**src/rtl/regfile_wb_sched.sv**
```systemverilog
// Write-back scheduler and load scoreboard for the register file write port.
// Optional macro REGFILE_WB_SCOREBOARD_EN builds the busy scoreboard; otherwise busy=0 and issue_ready=1.
module regfile_wb_sched #(
    parameter int STARVE_LIM = 8
) (
    input  logic        clk,
    input  logic        rst_n,
    input  logic        issue_valid,
    input  logic [4:0]  issue_rd,
    output logic        issue_ready,
    input  logic [4:0]  chk_rs1,
    input  logic [4:0]  chk_rs2,
    output logic        hazard,
    input  logic        alu_valid,
    output logic        alu_ready,
    input  logic [4:0]  alu_rd,
    input  logic [31:0] alu_data,
    input  logic        lsu_valid,
    output logic        lsu_ready,
    input  logic [4:0]  lsu_rd,
    input  logic [31:0] lsu_data,
    input  logic        dbg_valid,
    output logic        dbg_ready,
    input  logic [4:0]  dbg_rd,
    input  logic [31:0] dbg_data,
    output logic        rf_w_en,
    output logic [4:0]  rf_w_sel,
    output logic [31:0] rf_w_data,
    output logic [31:0] busy
);

    localparam logic [7:0] LIM = 8'(STARVE_LIM);

    logic [7:0]  starve_cnt;
    logic        starved;
    logic        alu_xfer, lsu_xfer, dbg_xfer, any_xfer;
    logic [4:0]  win_rd;
    logic [31:0] win_data;
    logic        inflight_hit;

    // Handshake: a transfer happens on a rising edge with X_valid && X_ready.
    // Readies depend only on the valids and the starvation state, and at most one is high.
    assign starved = (starve_cnt == LIM);

    always_comb begin
        alu_ready = 1'b0;
        lsu_ready = 1'b0;
        dbg_ready = 1'b0;
        if (starved && dbg_valid) begin
            dbg_ready = 1'b1;
        end else if (lsu_valid) begin
            lsu_ready = 1'b1;
        end else if (alu_valid) begin
            alu_ready = 1'b1;
        end else if (dbg_valid) begin
            dbg_ready = 1'b1;
        end
    end

    assign alu_xfer = alu_valid && alu_ready;
    assign lsu_xfer = lsu_valid && lsu_ready;
    assign dbg_xfer = dbg_valid && dbg_ready;
    assign any_xfer = alu_xfer || lsu_xfer || dbg_xfer;

    always_comb begin
        win_rd   = dbg_rd;
        win_data = dbg_data;
        if (lsu_xfer) begin
            win_rd   = lsu_rd;
            win_data = lsu_data;
        end else if (alu_xfer) begin
            win_rd   = alu_rd;
            win_data = alu_data;
        end
    end

    // Counts cycles debug has been refused; holds at the limit until granted.
    always_ff @(posedge clk or negedge rst_n) begin
        if (!rst_n) begin
            starve_cnt <= '0;
        end else if (!dbg_valid || dbg_xfer) begin
            starve_cnt <= '0;
        end else if (!starved) begin
            starve_cnt <= starve_cnt + 8'd1;
        end
    end

    always_ff @(posedge clk or negedge rst_n) begin
        if (!rst_n) begin
            rf_w_en   <= 1'b0;
            rf_w_sel  <= '0;
            rf_w_data <= '0;
        end else begin
            rf_w_en <= any_xfer && (win_rd != 5'd0);
            if (any_xfer) begin
                rf_w_sel  <= win_rd;
                rf_w_data <= win_data;
            end
        end
    end

    // The just-registered write is not yet readable from the regfile.
    assign inflight_hit = rf_w_en &&
                          (((chk_rs1 != 5'd0) && (chk_rs1 == rf_w_sel)) ||
                           ((chk_rs2 != 5'd0) && (chk_rs2 == rf_w_sel)));

`ifdef REGFILE_WB_SCOREBOARD_EN
    logic [31:0] busy_q;
    logic [31:0] busy_next;
    logic        issue_xfer;
    logic        busy_hit;

    // Bit 0 can never be set, so x0 is always issue-ready.
    assign issue_ready = !busy_q[issue_rd];
    assign issue_xfer  = issue_valid && issue_ready;

    always_comb begin
        busy_next = busy_q;
        if (lsu_xfer) begin
            busy_next[lsu_rd] = 1'b0;
        end
        if (issue_xfer && (issue_rd != 5'd0)) begin
            busy_next[issue_rd] = 1'b1;
        end
        busy_next[0] = 1'b0;
    end

    always_ff @(posedge clk or negedge rst_n) begin
        if (!rst_n) begin
            busy_q <= '0;
        end else begin
            busy_q <= busy_next;
        end
    end

    assign busy_hit = ((chk_rs1 != 5'd0) && busy_q[chk_rs1]) ||
                      ((chk_rs2 != 5'd0) && busy_q[chk_rs2]);
    assign busy     = busy_q;
    assign hazard   = busy_hit || inflight_hit;
`else
    logic unused_issue;

    assign unused_issue = ^{issue_valid, issue_rd};
    assign issue_ready  = 1'b1;
    assign busy         = '0;
    assign hazard       = inflight_hit;
`endif

endmodule

```
**config.mk**
```make
export PLATFORM = sky130hd
export DESIGN_NAME = regfile_wb_sched
export DESIGN_NICKNAME = d
export VERILOG_FILES = /design/src/rtl/regfile_wb_sched.sv
export SDC_FILE = /design/constraint.sdc
export NUM_CORES = 1
export LEC_CHECK = 0
export BUFFER_PORTS_ARGS = -buffer_cell sky130_fd_sc_hd__buf_2
export CAP_MARGIN = 20
export CORE_UTILIZATION = 30
export DETAILED_ROUTE_END_ITERATION = 12
export PLACE_DENSITY = 0.64
export SLEW_MARGIN = 20
export SYNTH_ARGS = -nofsm -noshare
export SYNTH_HDL_FRONTEND = slang
export SYNTH_SLANG_ARGS = --single-unit
```
**constraint.sdc**
```tcl
create_clock -name clk -period 3.95 [get_ports clk]
set_input_delay 0.79 -clock clk [delete_from_list [all_inputs] [get_ports clk]]
set_output_delay 0.79 -clock clk [all_outputs]
set_load 0.02 [all_outputs]
```
* Word level (Yosys, flattened, before mapping)
Index checks and enable logic that the tools add are counted.
** Cells by class
- Equal/unequal tests :: 4
- $add $sub $neg :: 1
- Reductions and logical operators :: 16
- Mux-type cells :: 15
** Operators with widths (number)
- $mux 32 :: 2
- $mux 8 :: 2
- $reduce_bool 5->1 :: 3
- $eq 5x5->1 :: 2
- $mux 5 :: 2
- $mux 1 :: 9
- $add 8x1->8 const B :: 1
- $eq 8x4->1 const B :: 1
- $logic_and 1x1->1 :: 8
- $logic_or 1x1->1 :: 4
- $ne 2x1->1 const B :: 1
- $logic_not 1->1 :: 1
** Storage, ports and cells
- Word-level logic and storage cells :: 40
- Output and inout port bits :: 75
- Bits in registers :: 46

* Logic depth before layout (Yosys ltp)
- Word-level depth :: 8
- Gate-level depth with buffers :: 9

* Worst setup path before layout
No wires, ideal clock.
- Kind :: input to output
- Start :: input dbg_valid
- End :: output alu_ready
- Arrival :: 1.558 ns
- Path buffers :: 0
- Setup slack :: 1.602 ns
- Stages on the path :: 3
- Path through :: nand4b_1 > o21ai_4 > inv_1
** On the way
- Cells in the longest elaborated chain, start to end :: 2
** RTL lines
- start, declared :: line 22 : input logic dbg_valid,
- $logic_and 1x1->1 :: line 49 : if (starved && dbg_valid) begin
- $mux 1 :: line 49
- end, declared :: line 15 : output logic alu_ready,
No other way between the ends.

* Worst setup path in the final report
- Start :: register starve_cnt[5]
- End :: output alu_ready
** On the way
- Cells in the longest elaborated chain, start to end :: 3
** RTL lines
- start, declared :: line 34 : logic [7:0] starve_cnt;
- start signal, assigned :: line 84 : starve_cnt <= starve_cnt + 8'd1;
- $eq 8x4->1 :: line 43 : assign starved = (starve_cnt == LIM);
- $logic_and 1x1->1 :: line 49
- $mux 1 :: line 49
No other way between the ends.

==> results.yml <==
global_routing:
  grt_pass1_vias: 2520
  grt_overflow: 0
  grt_use_total: 0.1362
  antenna_found_initial: 0
  grt_pass1_wl_um: 11070
  grt_max_degree: 76
floorplan:
  io_pins: 207
  fp.coreArea_um2: 9415
  die-area_um2: 10310
  rows: 35
  dieHeight_um: 101.5
  die_x_um: 101.5
  start_util: 0.3156
drt:
  drc_errors: 0
  antenna_left: 0
  drt_wl_total_um: 7138
  initialDrtViolationCount: 64
  dr.pass1.iters: 4
  viasPerCell: 4.527
  wire_per_inst_um: 11.90
  num_vias: 2716
critical_path:
  crit_buf_inv: 2
  critical_path.cell_chain: "or4_1, o21ai_4, inv_1, buf_2"
  slowest_delay_ns: 0.68
  worst_ep_arrival_time_ns: 2.14
  required_ns: 3.16
  worstSetupStartpointType: "flip-flop"
  critPathSlowestCell: "or4_1"
  endpoint_kind: "primary output"
  path_delay_family: "simple AND/OR/NAND/NOR gates"
  critical_path_class: "flip-flop to primary output"
  worstPathMaxFanout: 10
power_and_ir_drop:
  p_leak_uw: 0.002161
  report.power.total_uw: 1253
  worst_ir_drop_vdd_v: 0.0001535
  p_per_area_nw_per_um2: 323.3
timing:
  setup_viol: 0
  min_period_over_period: 0.7409
  tns_ns: 0
  fin_crit_ns: 2.926
  timing.fmax_mhz: 341.7
  drv_slew: 0
  maxSlewHeadroom: 0.5281
  rsz0062_at_grt: "false"
  tightest_slew_ns: 0.7078
  finalHoldViolCount: 0
  finalClockSkew_ns: 0.008043
yosys:
  yosysMostFrequentCell: "dfrtp_1"
  yosysWarnings: 0
  synth_cell_types: 35
  synth_area_per_cell_um2: 9.434
  syn_area_um2: 2972
  synth-edff-count: 0
  ys_top_cells_by_count: "dfrtp_1, nor2_1, a21o_1, buf_4"
  synth_xor_xnor_area_share: 0.04126
  ys_ff_latch: 46
  ys.flop_type: "dfrtp_1"
  yosysTopAreaCell: "dfrtp_1"
  synth_top_family_by_area: "compound AO/OA/AOI/OAI gates"
  synth_mux_area_frac: 0.1078
  synth-adder-area-share: 0.008421
  synth_compound_area_frac: 0.2114
  synth_area_leaders: "dfrtp_1, mux2i_1, a21o_1"
  synthCells: 315
  ys_seq_area_frac: 0.3874
  synthSimpleGateAreaFrac: 0.1133
  synth_top_area_share: 0.3874
  ys_async_sr_fraction: 1.000
clock_network:
  clk_pin_slew_ns: 0.09
  clkLatencyLatePin_ns: 0.30
  clkSinkCount: 46
  postCtsHoldBufs: 0
  cts_resized: 0
  tritoncts: "yes"
  cts-root-buf: "clkbuf_8"
  cts.path.max_buffers: 2
  h-tree-depth: 2
  cts_buffers: 5
  postCtsSetupRepairBufs: 0
cells_and_area:
  nets: 604
  final_cell_count_no_fill: 600
  n_antenna_cell: 0
  multi_input_area_um2: 1573
  seqCellArea_um2: 1151
  nFillCells: 968
  post_route_cells_drive_above_1_share: 0.3843
  area_growth_pct: 30.40
place:
  gp_congestion: 0.7515
  portBuffers: 167
  dp.final_hpwl_um: 5515
  dp_cells: 592
job:
  maxCapViolations: 0
min_path:
  hold_class: "flip-flop to flip-flop"
run_status:
  status: "finished, final reports clean"
metal layers:
layer  up-vias  GRT usage  wire (um)
met5         -          0          0
met1      1227     0.1551       3028
li1       1362          -          -
met3         4    0.03175        446
met2       123     0.2531       3612
met4         0    0.03679         50
path summary, 6_finish.rpt:
kind	start	endpoint	slack, ns	cells after the start
max reg2reg	starve_cnt[5]$_DFFE_PN0P_	rf_w_data[3]$_DFFE_PN0P_	1.24	6
max in group asynchronous	rst_n	rf_w_data[14]$_DFFE_PN0P_	3.06	1
min reg2reg	rf_w_data[8]$_DFFE_PN0P_	rf_w_data[8]$_DFFE_PN0P_	0.48	1
min in group asynchronous	rst_n	rf_w_data[2]$_DFFE_PN0P_	0.49	1
min	rf_w_data[8]$_DFFE_PN0P_	rf_w_data[8]$_DFFE_PN0P_	0.48	1
max	starve_cnt[5]$_DFFE_PN0P_	alu_ready	1.02	4
final cells by class:
class                           instances  area share
Clock buffer                            5     0.01776
Clock inverter                          3     0.01162
Inverter                                4    0.003875
Multi-Input combinational cell        243      0.4059
Sequential cell                        46      0.2971
Tap cell                              129     0.04165
Timing Repair Buffer                  170      0.2222
metrics by stage:
stage          instance area [um^2]  worst slack, ns  hold slack, ns  utilization
5_1_grt                        3875           0.8641          0.4969       0.4116
4_1_cts                        3872           0.9653          0.4829       0.4113
3_3_place_gp                   3759           0.9822          0.4549       0.3992
2_1_floorplan                  3088            1.602          0.4874            -
6_report                       3875            1.024          0.4790       0.4116
3_5_place_dp                   3759           0.9349          0.4605       0.3992
state kept, by name (all words and copies together), names as in the netlist:
| name | cells |
|---|---|
| rf_w_sel | 5 |
| starve_cnt | 8 |
| rf_w_en | 1 |
| rf_w_data | 32 |
cell usage in the layout (no fill, tap or decap), types with 2 or more instances in the layout:
master / netlist / routed
conb_1: 2 / 33
a2bb2oi_1: 2 / 2
clkbuf_8: 0 / 5
a21oi_1: 6 / 6
buf_2: 7 / 166
and3_1: 3 / 3
o22ai_1: 2 / 2
a211oi_1: 32 / 32
and2_1: 2 / 2
mux2i_1: 32 / 32
nand4_1: 2 / 2
clkinvlp_4: 0 / 2
nor4_1: 2 / 2
o21ai_0: 5 / 5
inv_1: 4 / 4
nand3b_1: 2 / 2
nor2_1: 44 / 44
dfrtp_1: 46 / 46
nor3_1: 3 / 2
o21ai_4: 1 / 2
buf_4: 33 / 4
xor2_1: 5 / 5
xnor2_1: 9 / 9
ha_1: 2 / 2
nand2_1: 10 / 10
a21o_1: 33 / 33
nand3_1: 5 / 5
kinds of logic (layout without fill, tap and decap cells):
kind of cell	Yosys count	in the layout
compound gates	86	86
simple gates	76	76
buf+inv	57	182
flops	46	46
mux	32	32
xor+xnor	14	14
fa+ha+maj	2	2
other cells	2	33
power breakdown:
part	internal, uW	switching, uW	total (uW)
registers	514	30.7	545
clock network	188	163	351
logic	150	207	357
Note: power is estimated with default switching activity, not from simulation.
